===== src/rtl/music_pkg.sv =====
// ----------------------------------------------------------------------------
// music_pkg
// Shared constants, the sequencer state encoding and a clock-time helper for
// the music sequencer slice.
//   SHEET_NOTE_W / SHEET_DUR_W : default widths of a music-sheet entry
//   REST_MAX                   : note values at or below this are rests
//   CLK_HZ                     : system clock frequency
//   state_t                    : sequencer FSM encoding
//   sec_to_cycles(num, den)    : clock cycles in num/den seconds
// ----------------------------------------------------------------------------
package music_pkg;

  localparam int SHEET_NOTE_W = 20;
  localparam int SHEET_DUR_W  = 5;
  localparam int REST_MAX     = 1;
  localparam int CLK_HZ       = 50_000_000;

  typedef enum logic [2:0] {
    ST_IDLE  = 3'd0,
    ST_FETCH = 3'd1,
    ST_PLAY  = 3'd2,
    ST_GAP   = 3'd3,
    ST_DONE  = 3'd4
  } state_t;

  // Fractional seconds as num/den keeps this usable in constant expressions
  // without real arithmetic.
  function automatic int sec_to_cycles(input int num, input int den);
    return int'((longint'(CLK_HZ) * longint'(num)) / longint'(den));
  endfunction

endpackage


===== src/rtl/beat_timer.sv =====
// ----------------------------------------------------------------------------
// beat_timer
// Beat-tick prescaler. Counts 0..TICK_CYCLES-1 while enabled and emits a
// one-cycle tick on the last count. Holds its value while disabled.
//   clk    in   system clock
//   rst_n  in   asynchronous active-low reset
//   en     in   advance the prescaler this cycle
//   clr    in   synchronous clear (wins over en)
//   tick   out  high on the cycle the prescaler wraps
//   count  out  cycles elapsed within the current beat
// ----------------------------------------------------------------------------
module beat_timer #(
  parameter int TICK_CYCLES = 12_500_000,
  parameter int CNT_W       = (TICK_CYCLES > 1) ? $clog2(TICK_CYCLES) : 1
) (
  input  logic             clk,
  input  logic             rst_n,
  input  logic             en,
  input  logic             clr,
  output logic             tick,
  output logic [CNT_W-1:0] count
);

  localparam logic [CNT_W-1:0] LAST = CNT_W'(TICK_CYCLES - 1);

  always_ff @(posedge clk or negedge rst_n) begin
    if (!rst_n) begin
      count <= '0;
    end else if (clr) begin
      count <= '0;
    end else if (en) begin
      if (count == LAST) begin
        count <= '0;
      end else begin
        count <= count + 1'b1;
      end
    end
  end

  assign tick = en && !clr && (count == LAST);

endmodule


===== src/rtl/music_sequencer.sv =====
// ----------------------------------------------------------------------------
// music_sequencer
// Plays a song from the music-sheet ROM: steps the sheet address, latches each
// entry's note and duration, times it in beat ticks and drives the tone
// generator, leaving a silent articulation gap at the end of every note.
//   clk          in   system clock
//   rst_n        in   asynchronous active-low reset
//   start        in   begin (or replay) the song; honoured in IDLE/DONE only
//   stop         in   abort playback, back to IDLE (beats start and pause)
//   pause        in   freeze position and timers, mute the tone
//   sheet_addr   out  entry index into the combinational sheet ROM
//   sheet_note   in   half-period of the addressed entry (<= 1 is a rest)
//   sheet_dur    in   duration of the addressed entry in beat ticks
//   sheet_done   in   addressed entry is the end marker
//   tone_period  out  half-period to the tone generator (registered)
//   tone_en      out  tone generator enable (registered)
//   busy         out  high in FETCH/PLAY/GAP
//   finished     out  one-cycle pulse on entering DONE
//
// state | meaning
// IDLE  | stopped, waiting for start
// FETCH | one cycle: latch the addressed entry and decide what to do with it
// PLAY  | note sounding (or rest), timed against dur*TICK_CYCLES-GAP_CYCLES
// GAP   | articulation silence for the last GAP_CYCLES of the slot
// DONE  | song finished, waiting for start to replay
// ----------------------------------------------------------------------------
module music_sequencer
  import music_pkg::*;
#(
  parameter int ADDR_W      = 2,
  parameter int NOTE_W      = SHEET_NOTE_W,
  parameter int DUR_W       = SHEET_DUR_W,
  parameter int TICK_CYCLES = sec_to_cycles(1, 4),
  parameter int GAP_CYCLES  = sec_to_cycles(1, 100),
  parameter int LOOP        = 0
) (
  input  logic              clk,
  input  logic              rst_n,
  input  logic              start,
  input  logic              stop,
  input  logic              pause,
  output logic [ADDR_W-1:0] sheet_addr,
  input  logic [NOTE_W-1:0] sheet_note,
  input  logic [DUR_W-1:0]  sheet_dur,
  input  logic              sheet_done,
  output logic [NOTE_W-1:0] tone_period,
  output logic              tone_en,
  output logic              busy,
  output logic              finished
);

  localparam int CNT_W = (TICK_CYCLES > 1) ? $clog2(TICK_CYCLES) : 1;
  // Prescaler value on the final PLAY cycle of the last beat of a note.
  localparam logic [CNT_W-1:0]  PLAY_LAST = CNT_W'(TICK_CYCLES - GAP_CYCLES - 1);
  localparam logic [ADDR_W-1:0] ADDR_LAST = '1;
  localparam bit                LOOP_EN   = (LOOP != 0);

  state_t             state, next_state;
  logic [DUR_W-1:0]   dur_q;
  logic [DUR_W-1:0]   beat_q;
  logic [CNT_W-1:0]   pre_cnt;
  logic               tick;
  logic               tmr_en, tmr_clr;
  logic               dur_end, play_end, last_addr;
  logic               advance, load_note;
  logic [ADDR_W-1:0]  addr_d;
  logic [NOTE_W-1:0]  period_d;
  logic               tone_en_d, finished_d;

  beat_timer #(
    .TICK_CYCLES(TICK_CYCLES),
    .CNT_W      (CNT_W)
  ) u_beat_timer (
    .clk  (clk),
    .rst_n(rst_n),
    .en   (tmr_en),
    .clr  (tmr_clr),
    .tick (tick),
    .count(pre_cnt)
  );

  // Compare in DUR_W+1 bits so beat+1 cannot overflow for the largest dur.
  assign dur_end   = (({1'b0, beat_q} + (DUR_W+1)'(1)) == {1'b0, dur_q});
  assign play_end  = dur_end && (pre_cnt == PLAY_LAST);
  assign last_addr = (sheet_addr == ADDR_LAST);

  // --------------------------------------------------------------------------
  // State register
  // --------------------------------------------------------------------------
  always_ff @(posedge clk or negedge rst_n) begin
    if (!rst_n) begin
      state <= ST_IDLE;
    end else begin
      state <= next_state;
    end
  end

  // --------------------------------------------------------------------------
  // Next-state logic
  // --------------------------------------------------------------------------
  always_comb begin
    next_state = state;
    unique case (state)
      ST_IDLE, ST_DONE: begin
        if (start) next_state = ST_FETCH;
      end
      ST_FETCH: begin
        if (sheet_done) begin
          next_state = LOOP_EN ? ST_FETCH : ST_DONE;
        end else if (sheet_dur == '0) begin
          // A skipped entry in the last slot still ends the song; the
          // address never wraps unless looping.
          next_state = (last_addr && !LOOP_EN) ? ST_DONE : ST_FETCH;
        end else begin
          next_state = ST_PLAY;
        end
      end
      ST_PLAY: begin
        if (!pause && play_end) next_state = ST_GAP;
      end
      ST_GAP: begin
        // tick is already gated by pause inside the timer enable.
        if (tick && dur_end) begin
          next_state = (last_addr && !LOOP_EN) ? ST_DONE : ST_FETCH;
        end
      end
      default: next_state = ST_IDLE;
    endcase
    if (stop) next_state = ST_IDLE;
  end

  // --------------------------------------------------------------------------
  // Output / datapath control
  // --------------------------------------------------------------------------
  always_comb begin
    addr_d    = sheet_addr;
    period_d  = tone_period;
    advance   = 1'b0;
    load_note = 1'b0;
    unique case (state)
      ST_IDLE, ST_DONE: begin
        if (start) addr_d = '0;
      end
      ST_FETCH: begin
        if (sheet_done) begin
          if (LOOP_EN) addr_d = '0;
        end else if (sheet_dur == '0) begin
          advance = 1'b1;
        end else begin
          load_note = !stop;
        end
      end
      ST_GAP: begin
        if (tick && dur_end) advance = 1'b1;
      end
      default: ;
    endcase

    if (advance) begin
      addr_d = last_addr ? (LOOP_EN ? '0 : sheet_addr) : sheet_addr + 1'b1;
    end
    if (load_note) period_d = sheet_note;

    tmr_en  = ((state == ST_PLAY) || (state == ST_GAP)) && !pause && !stop;
    tmr_clr = stop || !((state == ST_PLAY) || (state == ST_GAP));

    tone_en_d  = (state == ST_PLAY) && !pause && (tone_period > NOTE_W'(REST_MAX));
    finished_d = (next_state == ST_DONE) && (state != ST_DONE);
    busy       = (state == ST_FETCH) || (state == ST_PLAY) || (state == ST_GAP);

    if (stop) begin
      addr_d    = '0;
      period_d  = '0;
      tone_en_d = 1'b0;
    end
  end

  // --------------------------------------------------------------------------
  // Registered outputs, entry latch and beat counter
  // --------------------------------------------------------------------------
  always_ff @(posedge clk or negedge rst_n) begin
    if (!rst_n) begin
      sheet_addr  <= '0;
      tone_period <= '0;
      tone_en     <= 1'b0;
      finished    <= 1'b0;
      dur_q       <= '0;
      beat_q      <= '0;
    end else begin
      sheet_addr  <= addr_d;
      tone_period <= period_d;
      tone_en     <= tone_en_d;
      finished    <= finished_d;
      if (load_note) dur_q <= sheet_dur;
      if (tmr_clr) begin
        beat_q <= '0;
      end else if (tick) begin
        beat_q <= beat_q + 1'b1;
      end
    end
  end

endmodule


===== config.mk =====
export PLATFORM = sky130hd
export DESIGN_NAME = music_sequencer
export DESIGN_NICKNAME = d
export VERILOG_FILES = /design/src/rtl/music_pkg.sv /design/src/rtl/beat_timer.sv /design/src/rtl/music_sequencer.sv
export SDC_FILE = /design/constraint.sdc
export NUM_CORES = 1
export LEC_CHECK = 0
export CAP_MARGIN = 0
export CORE_MARGIN = 8
export CORE_UTILIZATION = 45
export DETAILED_ROUTE_END_ITERATION = 7
export DONT_BUFFER_PORTS = 1
export GPL_ROUTABILITY_DRIVEN = 0
export HOLD_SLACK_MARGIN = 0.12
export PLACE_DENSITY_LB_ADDON = 0.05
export SYNTH_ARGS = -nofsm -noshare
export SYNTH_HDL_FRONTEND = slang
export SYNTH_HIERARCHICAL = 1
export SYNTH_SLANG_ARGS = --single-unit

===== constraint.sdc =====
create_clock -name clk -period 3.9 [get_ports clk]
set_clock_uncertainty 0.2 [all_clocks]
set_input_delay 0.39 -clock clk [delete_from_list [all_inputs] [get_ports clk]]
set_output_delay 0.39 -clock clk [all_outputs]
set_load 0.01 [all_outputs]

==> impl_results.md, run 1 <==
* Outcome: finished, final reports clean
* DR DRC count at 0
* Routed Antenna Nets at 0
* Synth Net Count at 409
* Register bit total from synthesis at 61
* Path depth of the worst reg2reg path at 10
* Cells after Synth at 375
* Initial antenna violation count at 0
* Core box area at 7567 um2
* HPWL after DPL at 5905 um
* Gate power share at 10.8%
* Cell taking the most area after synthesis: dfrtp_1
* Seq/Total Area, Yosys at 44.43%
* Slowest library cell on the worst path: dlygate4sd3_1
* Worst Path Required at 3920 ps
* Worst relative slew slack at 33.15%
* FMAX at 0.2869 GHz
* Synth top area cells: dfrtp_1 44%, nand2_1 6.6%, a21oi_1 4.1%, nor2_1 3.1%, a32o_1 2.6%
* Root Buffer: clkbuf_8
* Via count at 2965
* DIE WIDTH at 103.4 um
* Stages on the worst setup path at 11
* LEAKAGE at 1.557 nW
* Net Sw Power at 354.0 uW
* EDFF count, synth at 0
* Die ar. at 10690 um2
* Seq pwr share at 52.6%
* Inst Count DP at 462
* Pwr Total at 1.306 mW
* Slew @ Worst Pin at 1003 ps
* CP max FO at 26
* Critical path type: in -> reg
* Io pins at 56
* Critical-path cell list: dlygate4sd3_1, nor2_1, nand2_1, nor2_1, buf_4, inv_1, nor3_1, buf_4, o2111ai_1, o21ai_0, mux2_2
* RSZ-0062 raised after global routing: no
* H-tree Lvls at 3
* HP Class: in -> reg
* Die height at 103.4 um
* # resized after CTS at 0
* DRT iter0 DRCs at 215
* Power density cells at 326.8 nW/um2
* Max Slew Vio Count at 0
* VDD IR max at 0.1604 mV
* Post-place setup slack at 985.1 ps
* Worst path buffer plus inverter count at 4
* WHS Path Cells at 2
* Setup TNS at 0 ps
* CTS Buf Count at 9
* Ys Warns at 6
* Switch share at 27.10%
* Top_reg_cell synth: dfrtp_1
* CTS clk-pin slew, worst paths at 70 ps
* Final setup viols at 0
* Slowest stage delay, CP at 870 ps
* Layout net count at 436
* Tcrit/Tclk final at 89.37%
* Final worst slack at 414.6 ps
* Starting Density at 45.40%
* First-pass iteration count of the detailed router at 4
* Vias in the first global route at 3023
* Layout Cells excl Fill at 509
* Sink Count at 61
* Gr ovfl total at 0
* Clk Latency, worst-skew pair at 340 ps
* Syn Std Cell Area at 3436 um2
* Synth top area share at 44.43%
* Critical Path Source Type: input pin
* Arr. time, crit path at 3510 ps
* Diode count at 0
* Internal Power at 952.1 uW
* Wire per inst at 17.59 um
* Clock power frac at 36.6%
* Vias per inst at 5.825
* Total GRT Usage at 18.28%
* CP delay by family, top: buffers and inverters
* Pin count of the biggest net entering global routing at 62
* Final wirelength at 8954 um
* P&R area growth vs syn at 16.31%
* Global-route wire length before repair at 15150 um
* CP endpoint kind: register
* Layout cells sized above 1 at 8.600%
* Final hold violations at 0
* CTS max path bufs at 2
* Synthesized area per cell at 9.162 um2
* Crit path time final at 3485 ps
* Row cnt at 32
* Async set or reset register ratio after synthesis at 100.0%
* CTS tree: done
* Max-Cap Viols at 0
* Port buffer count at 0
* Yosys cell types at 57
worst register-to-register path: stages, from the launching register on:
cell and delay, ps:
dfrtp_1 470, nor2_1 160, nand2_1 90, nor2_1 100, buf_4 250, inv_1 240
nor3_1 250, buf_4 190, o2111ai_1 110, o21ai_0 380, mux2_2 380
layout by cell type, fill, tap and decap left out, types with 5 or more instances in the layout:
master         instances
clkbuf_8               9
xnor2_1                5
dlygate4sd3_1         30
a32o_1                 9
and3_1                 7
dfrtp_1               61
o21ai_0                6
nand3_1                7
xor2_1                 8
nor3b_1                7
nor4_1                10
nor2_1                28
nor3_1                13
a21oi_1               28
mux2_2                 6
o21ai_1                9
nand4_1               12
nand2_1               60
nand4b_1               5
layout make-up:
type                       instances  area [um2]
tap                              102       127.6
sequential                        61        1526
clock inverter                     5       27.53
clock buffer                      11       131.4
fill                             672        3571
inverter                           4       15.01
multi-input combinational        291        1810
timing repair buffer              35       357.8
sequential cells by signal, summed over array words and instances (netlist names):
signal,count
state,3
u_beat_timer/count,24
beat_q,5
finished,1
tone_en,1
sheet_addr,2
tone_period,20
dur_q,5
per-stage QoR:
stage	util (%)	area (um2)	hold WS [ps]
global placement	46.38	3510	-103.1
finish	52.81	3996	159.2
global route	52.81	3996	140.2
CTS	52.81	3996	132.4
floorplan	-	3436	-105.6
detailed placement	46.38	3510	-103.0
Yosys cell counts, drive strengths merged, types with 3 or more instances:
cell and number:
dfrtp 61, nand2 61, nor2 29, a21oi 28
o21ai 15, nor3 14, nor4 14, clkbuf 13
nand4 12, a32o 9, nand3 9, xor2 8
and3 7, nor3b 7, buf 6, mux2 6
nand4b 5, xnor2 5, and4 4, inv 4
mux2i 4, nor2b 4, o211ai 4, or4 4
a21o 3, and2 3, ha 3, nand2b 3
or3 3
final timing paths:
kind | startpoint | endpoint | slack (ps)
min | stop | dur_q[0] | 160
max reg2reg | state[2] | sheet_addr[0] | 950
max | stop | sheet_addr[0] | 410
min in group asynchronous | rst_n | u_beat_timer/count[9] | 360
max in group asynchronous | rst_n | tone_period[15] | 2840
min reg2reg | dur_q[0] | dur_q[0] | 340
power by group through the flow:
stage,clock [mW],combinational (mW),sequential [mW]
4_1_cts,0.497,0.142,0.687
3_5_place_dp,0,0.0968,0.700
5_1_grt,0.525,0.158,0.691
6_report,0.478,0.141,0.687
2_1_floorplan,0,0.0871,0.689
3_3_place_gp,0,0.0945,0.698
kinds of logic after synthesis:
group / share of synthesized area [%]
simple gates: 31.35
compound gates: 13.62
flops: 44.43
buf+inv: 3.059
xor+xnor: 3.314
mux: 3.132
fa+ha+maj: 1.093
routing by layer:
layer / share of wire [%] / up-vias / wire, um / GRT usage (%)
met2: 44 / 92 / 3926 / 26.08
li1: - / 1432 / - / -
met4: 1.1 / 0 / 102 / 7.008
met5: 0 / - / 0 / 0
met3: 7.9 / 10 / 708 / 6.225
met1: 47 / 1431 / 4217 / 24.81
timing repair:
action | 4_1_cts | 5_1_grt
setup buffers | 0 | 0
hold endpoints to repair | 93 | 0
hold buffers | 31 | 0
No activity file was read; power rests on OpenSTA's default activity.
==> run 2, diff against run 1 <==
==> constraint.sdc (replaced) <==
create_clock -name clk -period 4.1 [get_ports clk]
set_clock_uncertainty 0.2 [all_clocks]
set_input_delay 0.41 -clock clk [delete_from_list [all_inputs] [get_ports clk]]
set_output_delay 0.41 -clock clk [all_outputs]
set_load 0.01 [all_outputs]
==> impl_results.md, run 2 (synthesis gave the netlist of run 1 again) <==
* Port buffer count at 0
* Path depth of the worst reg2reg path at 8
* Critical Path Source Type: input pin
* Power density cells at 332.4 nW/um2
* Most frequent CP cell: nor2_1
* HPWL after DPL at 5900 um
* Sink Count at 61
* Vias per inst at 5.857
* Tcrit/Tclk final at 85.10%
* Layout cells sized above 1 at 8.437%
* Inst Count DP at 462
* Seq pwr share at 48.9%
* Max Slew Vio Count at 0
* Wire per inst at 17.43 um
* Top Registers: u_beat_timer/count x24, tone_period x20
* First-pass iteration count of the detailed router at 4
* Clock power frac at 41.3%
* Max-Cap Viols at 0
* Max reg flops at 24
* Min Hold Slack at 143.2 ps
* Final wirelength at 8802 um
* Flop2flop setup slack at 1170 ps
* CTS max path bufs at 2
* CP endpoint kind: register
* Via count at 2958
* Total GRT Usage at 17.80%
* Footprint of the multi-input gates at 1810 um2
* Slowest stage delay, CP at 870 ps
* Pin count of the biggest net entering global routing at 62
* Post-CTS Setup Bufs at 0
* LEAKAGE at 1.567 nW
* WHS Path Cells at 3
* CP max FO at 26
* Clk Latency, worst-skew pair at 330 ps
* Outcome: finished, final reports clean
* P&R area growth vs syn at 16.90%
* Routed Antenna Nets at 0
* Critical path type: in -> reg
* Most flop-heavy register: u_beat_timer/count
* CTS Buf Count at 9
* Metal3 WL at 635 um
* Crit path time final at 3489 ps
* Placed Area at 3510 um2
* Crit path from: stop
* Core box area at 7567 um2
* DIE WIDTH at 103.4 um
* Final setup viols at 0
* RSZ-0062 raised after global routing: no
* Diode count at 0
* Max Used Layer: met4
* Met2 WL at 3997 um
* Die height at 103.4 um
* Worst path buffer plus inverter count at 3
* Worst Path Required at 4160 ps
* Initial antenna violation count at 0
* Final hold violations at 0
* Arr. time, crit path at 3550 ps
* Slew @ Worst Pin at 1062 ps
* FF/Latch Area at 1526 um2
* Vias in the first global route at 2961
* Net Sw Power at 321.1 uW
* Critical-path cell list: dlygate4sd3_1, nor2_1, nand2_1, nor2_1, buf_4, inv_1, a21oi_1, nor4b_1, a311o_1
* # resized after CTS at 0
* Commonest non-fill, non-tap cell in the layout: dfrtp_1
* Fin area at 4016 um2
* CTS clk-pin slew, worst paths at 60 ps
* Gate power share at 9.8%
* Detailed-route wire length on metal 1 at 4032 um
* VDD IR max at 0.1444 mV
* Root Buffer: clkbuf_8
* Slowest library cell on the worst path: dlygate4sd3_1
* Setup TNS at 0 ps
* Switch share at 24.06%
* Layout Cells excl Fill at 505
* Hold path startpoint: sheet_done
* Hold-fix buffers at CTS at 29
* Global-route wire length before repair at 14800 um
* Gr ovfl total at 0
* CP delay by family, top: buffers and inverters
* Layout net count at 434
* Io pins at 56
* Worst relative slew slack at 29.22%
* HP Class: in -> reg
* Stages on the worst setup path at 9
* Starting Density at 45.40%
* Row cnt at 32
* Final worst slack at 611.0 ps
* Commonest non-fill, non-tap cells in the layout: 61 x dfrtp_1, 60 x nand2_1, 28 x a21oi_1, 28 x nor2_1, 28 x dlygate4sd3_1
* Internal Power at 1.014 mW
* DR DRC count at 0
* Post-place setup slack at 1211 ps
* H-tree Lvls at 3
* Reg-to-reg critical path startpoint: state[2]
* FMAX at 0.2866 GHz
* CTS tree: done
* Fillers at 666
* Die ar. at 10690 um2
* DRT iter0 DRCs at 237
## run 2: cell count changes in the layout (fill, tap and decap cells not counted), sizes merged
cell,before,now
clkinv,4,0
clkbuf,11,13
dlygate4sd3,30,28
bufinv,0,1
clkinvlp,1,0
## run 2: worst reg2reg max path, cell delays in order (launching register included)
cell and delay [ps]:
dfrtp_1 470, nor2_1 160, nand2_1 100, nor2_1 110
buf_4 250, inv_1 240, a21oi_1 880, nor4b_1 310
a311o_1 150
## run 2: power groups by stage
stage	clock network, mW	registers, mW	logic (mW)
after CTS	0.566	0.653	0.132
after global placement	0	0.664	0.0901
final	0.552	0.653	0.131
after detailed placement	0	0.664	0.0917
after global routing	0.589	0.657	0.149
after floorplan	0	0.655	0.0828
## run 2: layout make-up
cell class	instances	share of cell area, %
clock buffers	13	4.206
well taps	102	3.178
inverters	4	0.3738
clock inverters	1	0.7477
multi-input cells	291	45.08
repair buffers	33	8.411
flip-flops and latches	61	38.01
## run 2: routing by layer
| layer | GRT usage (%) | vias to the layer above |
|---|---|---|
| li1 | - | 1436 |
| met3 | 5.489 | 14 |
| met5 | 0 | - |
| met2 | 26.63 | 78 |
| met4 | 6.007 | 0 |
| met1 | 23.82 | 1430 |
## run 2: final timing paths
check | end
setup / recovery | u_beat_timer/count[17]
hold / removal | state[1]
setup reg to reg | u_beat_timer/count[17]
hold reg to reg | dur_q[0]
max in group asynchronous | state[1]
min in group asynchronous | u_beat_timer/count[7]
## run 2: stage by stage
step / util [%] / power (mW)
final: 53.08 / 1.335
after global placement: 46.38 / 0.7542
after CTS: 53.08 / 1.351
after detailed placement: 46.38 / 0.7560
after global routing: 53.08 / 1.396
after floorplan: - / 0.7382
